<file path="src/rtl/tlul_socket_m1_rr_pkg.sv">
// Shared TL-UL types and socket helpers.
// Contents: TL-UL field widths, A/D opcode enums, host-to-device and device-to-host
// channel structs, socket limits, and source-tag insert/strip helpers.
package tlul_socket_m1_rr_pkg;

  localparam int unsigned TL_AW  = 32;
  localparam int unsigned TL_DW  = 32;
  localparam int unsigned TL_DBW = TL_DW / 8;
  localparam int unsigned TL_AIW = 8;
  localparam int unsigned TL_DIW = 1;
  localparam int unsigned TL_SZW = 2;

  // Socket limits
  localparam int unsigned SocketMaxHosts       = 4;
  localparam int unsigned SocketMaxOutstanding = 7;

  typedef enum logic [2:0] {
    PutFullData    = 3'h0,
    PutPartialData = 3'h1,
    Get            = 3'h4
  } tl_a_op_e;

  typedef enum logic [2:0] {
    AccessAck     = 3'h0,
    AccessAckData = 3'h1
  } tl_d_op_e;

  typedef struct packed {
    logic                a_valid;
    tl_a_op_e            a_opcode;
    logic [2:0]          a_param;
    logic [TL_SZW-1:0]   a_size;
    logic [TL_AIW-1:0]   a_source;
    logic [TL_AW-1:0]    a_address;
    logic [TL_DBW-1:0]   a_mask;
    logic [TL_DW-1:0]    a_data;
    logic                d_ready;
  } tl_h2d_t;

  typedef struct packed {
    logic                d_valid;
    tl_d_op_e            d_opcode;
    logic [2:0]          d_param;
    logic [TL_SZW-1:0]   d_size;
    logic [TL_AIW-1:0]   d_source;
    logic [TL_DIW-1:0]   d_sink;
    logic [TL_DW-1:0]    d_data;
    logic                d_error;
    logic                a_ready;
  } tl_d2h_t;

  // Host index goes into the low tag_w bits; host source bits shift up.
  function automatic logic [TL_AIW-1:0] src_tag_insert(input logic [TL_AIW-1:0] src,
                                                       input logic [TL_AIW-1:0] idx,
                                                       input int unsigned       tag_w);
    return (src << tag_w) | idx;
  endfunction

  function automatic logic [TL_AIW-1:0] src_tag_strip(input logic [TL_AIW-1:0] src,
                                                      input int unsigned       tag_w);
    return src >> tag_w;
  endfunction

endpackage

</file>
<file path="src/rtl/tlul_socket_m1_rr_if.sv">
// Bus bundle for the N:1 socket.
// Signals: tl_h_i (host A requests + d_ready), tl_h_o (host D responses + a_ready),
// tl_d_o (device request), tl_d_i (device response).
// Modports: master = hosts/device environment, slave = the socket.
interface tlul_socket_m1_rr_if #(
  parameter int unsigned NumHosts = 3
) ();
  import tlul_socket_m1_rr_pkg::*;

  tl_h2d_t tl_h_i [NumHosts];
  tl_d2h_t tl_h_o [NumHosts];
  tl_h2d_t tl_d_o;
  tl_d2h_t tl_d_i;

  modport master (
    output tl_h_i,
    output tl_d_i,
    input  tl_h_o,
    input  tl_d_o
  );

  modport slave (
    input  tl_h_i,
    input  tl_d_i,
    output tl_h_o,
    output tl_d_o
  );
endinterface

</file>
<file path="src/rtl/tlul_socket_m1_rr_arb.sv">
// Round-robin arbiter with lock-while-stalled (rr_arb_tree_lock role).
// Ports: clk_i/rst_i (async active-high), req_i request vector, ready_i downstream ready,
// grant_o one-hot grant, idx_o granted index, valid_o granted request is valid.
// The pointer rotates to winner+1 on handshake; a stalled grant is held until accepted.
module tlul_socket_m1_rr_arb #(
  parameter  int unsigned NumReq = 3,
  localparam int unsigned IdxW   = (NumReq > 1) ? $clog2(NumReq) : 1
) (
  input  logic              clk_i,
  input  logic              rst_i,
  input  logic [NumReq-1:0] req_i,
  input  logic              ready_i,
  output logic [NumReq-1:0] grant_o,
  output logic [IdxW-1:0]   idx_o,
  output logic              valid_o
);

  logic [IdxW-1:0] r_ptr, r_lock_idx;
  logic            r_lock;
  logic            w_found;
  logic [IdxW-1:0] w_idx;

  always_comb begin
    int unsigned c;
    w_found = 1'b0;
    w_idx   = r_ptr;
    c       = 0;
    for (int k = 0; k < NumReq; k++) begin
      c = (int'(r_ptr) + k) % NumReq;
      if (!w_found && req_i[c]) begin
        w_found = 1'b1;
        w_idx   = IdxW'(c);
      end
    end
    // A stalled transfer keeps its grant so the A fields stay stable.
    if (r_lock) begin
      w_found = 1'b1;
      w_idx   = r_lock_idx;
    end
  end

  assign idx_o   = w_idx;
  assign grant_o = w_found ? (NumReq'(1) << w_idx) : '0;
  assign valid_o = w_found & req_i[w_idx];

  always_ff @(posedge clk_i or posedge rst_i) begin
    if (rst_i) begin
      r_ptr      <= '0;
      r_lock     <= 1'b0;
      r_lock_idx <= '0;
    end else if (valid_o) begin
      if (ready_i) begin
        r_lock <= 1'b0;
        r_ptr  <= (w_idx == IdxW'(NumReq - 1)) ? '0 : w_idx + IdxW'(1);
      end else begin
        r_lock     <= 1'b1;
        r_lock_idx <= w_idx;
      end
    end
  end

endmodule

</file>
<file path="src/rtl/tlul_socket_m1_rr.sv">
// N:1 TL-UL socket: NumHosts hosts share one device port, combinational in both directions.
// Ports: clk_i, rst_i (async active-high), tl_bus (slave modport: host/device channels),
// route_err_o (pulse while a D beat carries an unroutable source and is dropped).
// Host index is tagged into the low a_source bits; D beats are demuxed on that tag.
// Per-host outstanding counters gate eligibility and validate returning D beats.
module tlul_socket_m1_rr
  import tlul_socket_m1_rr_pkg::*;
#(
  parameter int unsigned NumHosts       = 3,
  parameter int unsigned MaxOutstanding = 2
) (
  input  logic                 clk_i,
  input  logic                 rst_i,
  tlul_socket_m1_rr_if.slave   tl_bus,
  output logic                 route_err_o
);

  localparam int unsigned StIdW = (NumHosts > 1) ? $clog2(NumHosts) : 1;
  localparam int unsigned CntW  = $clog2(MaxOutstanding + 1);

  logic [CntW-1:0]     r_outst [NumHosts];
  logic [NumHosts-1:0] w_elig, w_grant, w_a_hs, w_d_hs;
  logic [StIdW-1:0]    w_gidx, w_didx;
  logic                w_a_valid, w_d_ok, w_d_host_ready;

  always_comb begin
    for (int i = 0; i < NumHosts; i++) begin
      w_elig[i] = tl_bus.tl_h_i[i].a_valid && (r_outst[i] < CntW'(MaxOutstanding));
    end
  end

  tlul_socket_m1_rr_arb #(
    .NumReq (NumHosts)
  ) u_arb (
    .clk_i   (clk_i),
    .rst_i   (rst_i),
    .req_i   (w_elig),
    .ready_i (tl_bus.tl_d_i.a_ready),
    .grant_o (w_grant),
    .idx_o   (w_gidx),
    .valid_o (w_a_valid)
  );

  // D routing: a beat is deliverable only to an existing host with something in flight.
  assign w_didx = tl_bus.tl_d_i.d_source[StIdW-1:0];

  always_comb begin
    w_d_ok         = 1'b0;
    w_d_host_ready = 1'b0;
    for (int i = 0; i < NumHosts; i++) begin
      if (w_didx == StIdW'(i)) begin
        w_d_ok         = (r_outst[i] != '0);
        w_d_host_ready = tl_bus.tl_h_i[i].d_ready;
      end
    end
  end

  always_comb begin
    tl_bus.tl_d_o          = tl_bus.tl_h_i[w_gidx];
    tl_bus.tl_d_o.a_valid  = w_a_valid;
    tl_bus.tl_d_o.a_source = src_tag_insert(tl_bus.tl_h_i[w_gidx].a_source,
                                            TL_AIW'(w_gidx), StIdW);
    // Unroutable beats are swallowed so the device never stalls on them.
    tl_bus.tl_d_o.d_ready  = w_d_ok ? w_d_host_ready : 1'b1;
  end

  always_comb begin
    for (int i = 0; i < NumHosts; i++) begin
      tl_bus.tl_h_o[i]          = tl_bus.tl_d_i;
      tl_bus.tl_h_o[i].d_source = src_tag_strip(tl_bus.tl_d_i.d_source, StIdW);
      tl_bus.tl_h_o[i].d_valid  = tl_bus.tl_d_i.d_valid & w_d_ok & (w_didx == StIdW'(i));
      tl_bus.tl_h_o[i].a_ready  = tl_bus.tl_d_i.a_ready & w_grant[i];
      w_a_hs[i] = w_a_valid & tl_bus.tl_d_i.a_ready & w_grant[i];
      w_d_hs[i] = tl_bus.tl_d_i.d_valid & w_d_ok & (w_didx == StIdW'(i)) &
                  tl_bus.tl_h_i[i].d_ready;
    end
  end

  assign route_err_o = tl_bus.tl_d_i.d_valid & ~w_d_ok;

  always_ff @(posedge clk_i or posedge rst_i) begin
    if (rst_i) begin
      for (int i = 0; i < NumHosts; i++) r_outst[i] <= '0;
    end else begin
      for (int i = 0; i < NumHosts; i++) begin
        if (w_a_hs[i] && !w_d_hs[i]) begin
          r_outst[i] <= r_outst[i] + CntW'(1);
        end else if (!w_a_hs[i] && w_d_hs[i]) begin
          r_outst[i] <= r_outst[i] - CntW'(1);
        end
      end
    end
  end

  // Hosts must leave the tag bits of a_source clear.
  for (genvar gi = 0; gi < NumHosts; gi++) begin : g_src_chk
    a_src_upper_zero: assert property (@(posedge clk_i) disable iff (rst_i)
      tl_bus.tl_h_i[gi].a_valid |-> (tl_bus.tl_h_i[gi].a_source[TL_AIW-1 -: StIdW] == '0));
  end

endmodule

</file>
<file path="src/flat_wrapper.sv">
// flat-port wrapper written by rule: the top's interface ports become plain ports
module tlul_socket_m1_rr_flat import tlul_socket_m1_rr_pkg::*;
#(
  parameter int unsigned NumHosts       = 3,
  parameter int unsigned MaxOutstanding = 2
)
  (clk_i, rst_i, route_err_o, tl_bus_tl_h_i, tl_bus_tl_d_i, tl_bus_tl_h_o, tl_bus_tl_d_o);
  tlul_socket_m1_rr_if #(.NumHosts(NumHosts)) tl_bus_i ();
  input  logic clk_i;
  input  logic rst_i;
  output logic route_err_o;
  input wire logic [$bits(tl_bus_i.tl_h_i)-1:0] tl_bus_tl_h_i;
  input wire logic [$bits(tl_bus_i.tl_d_i)-1:0] tl_bus_tl_d_i;
  output wire logic [$bits(tl_bus_i.tl_h_o)-1:0] tl_bus_tl_h_o;
  output wire logic [$bits(tl_bus_i.tl_d_o)-1:0] tl_bus_tl_d_o;
  assign tl_bus_i.tl_h_i = {>>{tl_bus_tl_h_i}};
  assign tl_bus_i.tl_d_i = tl_bus_tl_d_i;
  assign tl_bus_tl_h_o = {>>{tl_bus_i.tl_h_o}};
  assign tl_bus_tl_d_o = tl_bus_i.tl_d_o;
  tlul_socket_m1_rr #(.NumHosts(NumHosts), .MaxOutstanding(MaxOutstanding)) u_core (.clk_i(clk_i), .rst_i(rst_i), .tl_bus(tl_bus_i), .route_err_o(route_err_o));
endmodule
</file>
<file path="config.mk">
export PLATFORM = sky130hd
export DESIGN_NAME = tlul_socket_m1_rr_flat
export DESIGN_NICKNAME = d
export VERILOG_FILES = /design/src/rtl/tlul_socket_m1_rr_pkg.sv /design/src/rtl/tlul_socket_m1_rr_if.sv /design/src/rtl/tlul_socket_m1_rr_arb.sv /design/src/rtl/tlul_socket_m1_rr.sv /design/src/flat_wrapper.sv
export SDC_FILE = /design/constraint.sdc
export NUM_CORES = 1
export LEC_CHECK = 0
export CORE_AREA = 5 5 211 213
export CTS_CLUSTER_SIZE = 14
export DETAILED_ROUTE_END_ITERATION = 8
export DIE_AREA = 0 0 216 218
export GPL_TIMING_DRIVEN = 0
export PLACE_DENSITY_LB_ADDON = 0.15
export SLEW_MARGIN = 0
export SYNTH_ARGS = -nofsm -noshare
export SYNTH_HDL_FRONTEND = slang
export SYNTH_SLANG_ARGS = --single-unit
</file>
<file path="constraint.sdc">
create_clock -name clk_i -period 5.3 [get_ports clk_i]
set_input_delay 1.325 -clock clk_i [delete_from_list [all_inputs] [get_ports clk_i]]
set_output_delay 1.325 -clock clk_i [all_outputs]
set_load 0.02 [all_outputs]
</file>
-- Yosys cells after proc, flatten, opt, wreduce, memory -nomap -nowiden
Index checks and enable logic that the tools add are counted.
- add/sub/neg operators: 9
- divide/modulo/power cells: 3
- magnitude comparators: 8
- equal/unequal tests: 3
- shift operators: 1
- mux-type cells: 35
- bitwise gates (word level): 20
- reduce and logical (&&, ||, !) cells: 28
- operators by type and width (kind ; number):
    binary-select mux 86 bit (select 2 bit) ; 1
    two-way mux 85 bit ; 2
    < comparator 32 x 3 -> 1 bit (second input constant) ; 3
    modulo 32 x 2 -> 32 bit (second input constant) ; 2
    modulo 2 x 2 -> 32 bit (second input constant) ; 1
    two-way mux 2 bit ; 11
    bitwise AND 1 bit ; 16
    two-way mux 1 bit ; 16
    nonzero test 2 bit ; 6
    logical AND 1 bit ; 11
    adder 2 x 1 -> 2 bit (second input constant) ; 4
    binary-select mux 1 bit (select 2 bit) ; 4
    logical NOT 1 bit ; 8
    OR 8 x 2 -> 8 bit ; 1
    < comparator 2 bit (second input constant) ; 3
    subtractor 2 x 1 -> 2 bit (second input constant) ; 3
    == test 2 bit (second input constant) ; 2
    AND reduction 2 bit ; 2
    adder 2 x 1 -> 3 bit (second input constant) ; 1
    adder 2 x 2 -> 3 bit (second input constant) ; 1
    >= comparator 3 bit (second input constant) ; 1
    < comparator 2 x 3 -> 1 bit (second input constant) ; 1
    two-way mux 3 bit ; 1
    NOT 2 -> 3 bit ; 1
    4 further kinds ; 5
- bits in registers: 11
- input port bits: 312
- output and inout port bits: 243
- logic and storage cells: 113

-- Logic depth before layout (Yosys ltp)
- depth after elaboration: 21
- depth in mapped cells: 15
- depth with buffers taken out: 13

-- Modules after synthesis
A second synthesis with hierarchy kept.
- cells, all modules: 552
- area total of the unflattened synthesis: 3995.1 sq um
- modules (own cells, without submodules) (module ; times used ; cells each ; area an instance (sq um) ; sequential area each (sq um)):
    tlul_socket_m1_rr ; 1 ; 477 ; 3367.0 ; 150.1
    tlul_socket_m1_rr_arb ; 1 ; 75 ; 628.1 ; 125.1

-- Worst setup path after synthesis
Ideal clock, no wire load.
- kind: input to output
- start point: in tl_bus_tl_h_i[257]
- end point: out tl_bus_tl_h_o[104]
- arrival time: 3421 ps
- data required time: 3975 ps
- path slack: 554 ps
- cell stages on the path: 8
- buffers on the path: 2
- cells stage by stage: nor2b_1 -> a2111oi_4 -> o2111a_1 -> a211oi_4 -> inv_2 -> buf_6 -> clkbuf_1 -> nor3_1
- word-level cells in the longest chain between the ends: 14
- elaborated cells between the ends (all ways): 22
- those cells by class: shift: 1; mux: 15; bitwise: 1; reduce/logical: 5
- RTL lines (what ; RTL line ; source):
    from (decl) ; flat_wrapper.sv:12 ; input wire logic [$bits(tl_bus_i.tl_h_i)-1:0] tl_bus_tl_h_i;
    logical AND 1 bit * ; tlul_socket_m1_rr.sv:28 ; w_elig[i] = tl_bus.tl_h_i[i].a_valid && (r_outst[i] < CntW'(MaxOutstanding));
    binary-select mux 1 bit (select 2 bit) ; tlul_socket_m1_rr_arb.sv:30 ; if (!w_found && req_i[c]) begin
    two-way mux 1 bit (not written as such) ; tlul_socket_m1_rr_arb.sv:30 ;
    two-way mux 1 bit ; tlul_socket_m1_rr_arb.sv:30 ;
    logical NOT 1 bit ; tlul_socket_m1_rr_arb.sv:30 ;
    logical AND 1 bit ; tlul_socket_m1_rr_arb.sv:30 ;
    two-way mux 1 bit ; tlul_socket_m1_rr_arb.sv:30 ;
    logical NOT 1 bit ; tlul_socket_m1_rr_arb.sv:30 ;
    logical AND 1 bit ; tlul_socket_m1_rr_arb.sv:30 ;
    two-way mux 2 bit ; tlul_socket_m1_rr_arb.sv:30 ;
    two-way mux 2 bit ; tlul_socket_m1_rr_arb.sv:36 ; if (r_lock) begin
    << shifter 1 x 2 -> 3 bit ; tlul_socket_m1_rr_arb.sv:43 ; assign grant_o = w_found ? (NumReq'(1) << w_idx) : '0;
    two-way mux 3 bit * ; tlul_socket_m1_rr_arb.sv:43 ;
    bitwise AND 1 bit * ; tlul_socket_m1_rr.sv:72 ; tl_bus.tl_h_o[i].a_ready = tl_bus.tl_d_i.a_ready & w_grant[i];
    to (decl) ; flat_wrapper.sv:14 ; output wire logic [$bits(tl_bus_i.tl_h_o)-1:0] tl_bus_tl_h_o;
Mark *: on every way between the ends. The rest lies on a longest branch, timed or not. The select of a mux whose other input is x is not followed.

-- Final worst setup path
- start point: in tl_bus_tl_h_i[171]
- end point: out tl_bus_tl_d_o[85]
- word-level cells in the longest chain between the ends: 14
- elaborated cells between the ends (all ways): 22
- those cells by class: mux: 16; bitwise: 1; reduce/logical: 5
- RTL lines (what ; RTL line ; source):
    logical AND 1 bit * ; tlul_socket_m1_rr.sv:28 ;
    binary-select mux 1 bit (select 2 bit) ; tlul_socket_m1_rr_arb.sv:30 ;
    two-way mux 1 bit (not written as such) ; tlul_socket_m1_rr_arb.sv:30 ;
    two-way mux 1 bit ; tlul_socket_m1_rr_arb.sv:30 ;
    logical NOT 1 bit ; tlul_socket_m1_rr_arb.sv:30 ;
    logical AND 1 bit ; tlul_socket_m1_rr_arb.sv:30 ;
    two-way mux 1 bit ; tlul_socket_m1_rr_arb.sv:30 ;
    logical NOT 1 bit ; tlul_socket_m1_rr_arb.sv:30 ;
    logical AND 1 bit ; tlul_socket_m1_rr_arb.sv:30 ;
    two-way mux 2 bit ; tlul_socket_m1_rr_arb.sv:30 ;
    two-way mux 2 bit ; tlul_socket_m1_rr_arb.sv:36 ;
    binary-select mux 1 bit (select 2 bit) ; tlul_socket_m1_rr_arb.sv:44 ; assign valid_o = w_found & req_i[w_idx];
    two-way mux 1 bit (not written as such) ; tlul_socket_m1_rr_arb.sv:44 ;
    bitwise AND 1 bit * ; tlul_socket_m1_rr_arb.sv:44 ;
    to (decl) ; flat_wrapper.sv:15 ; output wire logic [$bits(tl_bus_i.tl_d_o)-1:0] tl_bus_tl_d_o;
Marked as above.

==> results by group <==
GRT
  – Vias in the first global route: 5,899
  – First-pass GRT wire length: 39,200 um
  – Largest net degree at the start of global routing: 12
  – Initial antenna violation count: 1
  – Gr usage total: 10.8%
  – GR Overflow Total: 0

Drt
  – DR vias: 5,593
  – ANT nets after route: 0
  – DRT Pass-1 Iters: 5
  – Initial DRC count: roughly 160
  – Metal3 WL: around 3100 um
  – DR vias/cell: 3.46
  – Highest Signal Layer: met4
  – Drt wl/cell: 17.8 um
  – Total Wirelength: 28,800 um
  – DRC: 0
  – Met1 WL: 10,300 um
  – Metal2 WL: 15,100 um

CTS
  – Hold-fix buffers at CTS: 0
  – Clock tree from TritonCTS: done
  – CTS H-Tree Depth: 1
  – Root Driver: clkbuf_16
  – Clk sink count: 11
  – Clock-pin transition on the worst setup and hold timing paths: 50 ps
  – CTS buffer count: 3
  – Clk buf depth: 2
  – Worst skew pair latency: 240 ps

Layout
  – Area Growth Syn to Fin: 142%
  – Filler Cells Inserted: 4,694
  – Antenna cells: 0
  – Layout cells sized above 1: 27.2%
  – Net count, final: 1,391

Yosys
  – Cell variety after synth: 51
  – FFs w/ async S/R, synth: 100%
  – Complex-gate fraction of the synthesized area: 17.6%
  – EDFF count, synth: 0
  – Seq/Total Area, Yosys: 6.79%
  – Mapped Area: about 0.0041 mm2
  – Synthesized instance count: 560
  – Post-synth top cells: buf_4 (153), nand2_1 (93), mux2i_1 (85), o21ai_1 (59), o21ai_0 (26)
  – Syn_area_per_cell: 7.23 um2
  – Yosys reg bits: 11
  – Largest family of logic cells by synthesized area: buffers and inverters
  – Most frequent cell after synthesis: buf_4
  – Area contributors post-synth: buf_4 (28%), mux2i_1 (21%), nand2_1 (8.6%), o21ai_1 (7.3%), dfrtp_1 (6.8%)
  – Mux cell area share after synthesis: 21.6%
  – Yosys top cell area share: 28.4%
  – Post-Synth Simple-Gate Area: 15.5%
  – Leading area contributor after synthesis: buf_4
  – Synth warnings: 0
  – Predominant post-synthesis flop cell: dfrtp_1
  – Post-synthesis xor/xnor area fraction: under 10%
  – Adder-cell share of the synthesized area: 1.85%

Timing
  – Period Utilization, post-route: 99.0%
  – Peak Freq: 191 MHz
  – Setup violators final: 0
  – Hold Fails Final Rpt: 0
  – Setup TNS Final: 0 ps
  – Worst Skew: 4.88 ps
  – Slew margin rel.: around 56%
  – RSZ-0062 raised after global routing: true
  – Final slew viol count: 0
  – Crit path time final: 5240 ps
  – Worst slew pin tran: ~670 ps
  – WHS: approximately 480 ps

Power and ir drop
  – Pwr Density: 409 mW/mm2
  – LEAKAGE: between 4 and 5 nW
  – Total power: 4.02 mW
  – VDD IR max: 0.000150 V

Place
  – Hpwl dp: between 20,000 and 25,000 um
  – IO buf count: about 490
  – Routability-driven placement congestion ratio: around 0.76

Setup path
  – Crit path buf inv count: 5
  – CP Max Fanout: 10
  – CP endpoint kind: primary output
  – Worst path max stage delay: between 400 and 500 ps
  – Kind of critical path: in2out
  – R2R Setup Slk: 1670 ps
  – Worst Path Arrival: 3920 ps
  – Critical Path Start Type: input port
  – CP Cell Sequence: dlygate4sd2_1 > and3b_2 > a2111oi_4 > o21ai_4 > a211oi_4 > inv_4 > buf_6 > a211oi_4 > nor2_1 > nor2_1 > buf_4 > clkdlybuf4s15_2
  – Crit path required time: between 3000 and 4000 ps
  – CP top delay family: compound AO/OA/AOI/OAI gates
  – Slowest-stage cell, CP: a2111oi_4

Floorplanning
  – I/O pin count: around 560
  – Die Area: 0.0471 mm2
  – Std cell rows: 76
  – CORE AREA: roughly 0.043 mm2
  – Chip Width: 216 um
  – Initial core utilization: 9.53%
  – Die Y: 218 um

Run
  – Max_cap viols: 0

Status
  – Status: finished clean

Worst hold path
  – HP Class: reg2reg
## timing repair
action                     CTS  global route
cloned                       2             0
hold endpoints to repair     0             0
pin swaps                   11             1
setup endpoints to repair   88            79
resized for setup          272            96
buffers inserted             7             1
## kinds of logic after synthesis
| group | count (synthesis) |
|---|---|
| AO/OA/AOI/OAI | 115 |
| XOR/XNOR | 9 |
| adder cells (fa/ha/maj) | 6 |
| buffers and inverters | 191 |
| flip-flops | 11 |
| multiplexers | 87 |
| other | 1 |
| AND/OR/NAND/NOR | 140 |
## metal layers
| metal | global-route usage [%] | up-vias |
|---|---|---|
| met2 | 20.9 | 302 |
| met5 | 0 | - |
| met4 | 0.912 | 0 |
| met1 | 11.2 | 2502 |
| li1 | - | 2773 |
| met3 | 4.89 | 16 |
## power breakdown
group	leakage, nW	internal [mW]	switching [mW]
sequential	0.132	0.123	0.0561
combinational	3.85	1.60	2.10
clock	0.0382	0.101	0.0383
## final cells by class
class	instances	area, um2	area share (%)
plain buffers	183	1460	14.9
flip-flops and latches	11	275	2.81
inverters	7	28.8	0.293
clock buffers	4	78.8	0.803
well taps	546	683	6.96
multi-input cells	363	2540	25.8
repair buffers	504	4750	48.4
## registers in the layout, indices dropped and copies added, names as in the netlist
signal and cells:
u_core.u_arb.r_ptr 2, u_core.u_arb.r_lock 1, u_core.u_arb.r_lock_idx 2, u_core.r_outst 6
## metrics by stage
step / setup WS, ps / std cells / utilization (%) / instance area, um2
2_1_floorplan: 554 / 565 / - / 4070
3_3_place_gp: -1430 / 1605 / 22.8 / 9700
3_5_place_dp: -1340 / 1605 / 22.8 / 9700
4_1_cts: 0.0515 / 1618 / 23.4 / 9940
5_1_grt: -118 / 1618 / 23.1 / 9810
6_report: 55.1 / 1618 / 23.1 / 9810
## cells in the final DEF (no fill, tap or decap), drive strengths merged, types with 2 or more instances in the layout
| cell | instances |
|---|---|
| clkdlybuf4s50 | 404 |
| buf | 217 |
| nand2 | 93 |
| o21ai | 87 |
| mux2i | 85 |
| clkbuf | 43 |
| clkdlybuf4s15 | 19 |
| nor2 | 16 |
| dfrtp | 11 |
| a211oi | 9 |
| dlygate4sd2 | 7 |
| inv | 7 |
| nand2b | 7 |
| xor2 | 6 |
| ha | 6 |
| conb | 6 |
| a21oi | 4 |
| nor3 | 4 |
| and3 | 3 |
| xnor2 | 3 |
| nor2b | 3 |
| and3b | 2 |
| nor4bb | 2 |
| o211ai | 2 |
| nand3b | 2 |
| and2 | 2 |
| mux2 | 2 |
| nor3b | 2 |
## final timing paths
| kind | cells after the start | endpoint | start |
|---|---|---|---|
| hold / removal | 1 | u_core.u_arb.r_lock_idx[1] | u_core.u_arb.r_lock_idx[1] |
| setup reg to reg | 15 | u_core.r_outst[1] | u_core.u_arb.r_ptr[0] |
| min in group asynchronous | 2 | u_core.r_outst[0] | rst_i |
| setup / recovery | 12 | tl_bus_tl_d_o[85] | tl_bus_tl_h_i[171] |
| max in group asynchronous | 2 | u_core.r_outst[1] | rst_i |
| hold reg to reg | 1 | u_core.u_arb.r_lock_idx[1] | u_core.u_arb.r_lock_idx[1] |
Note: power is estimated with default switching activity, not from simulation.
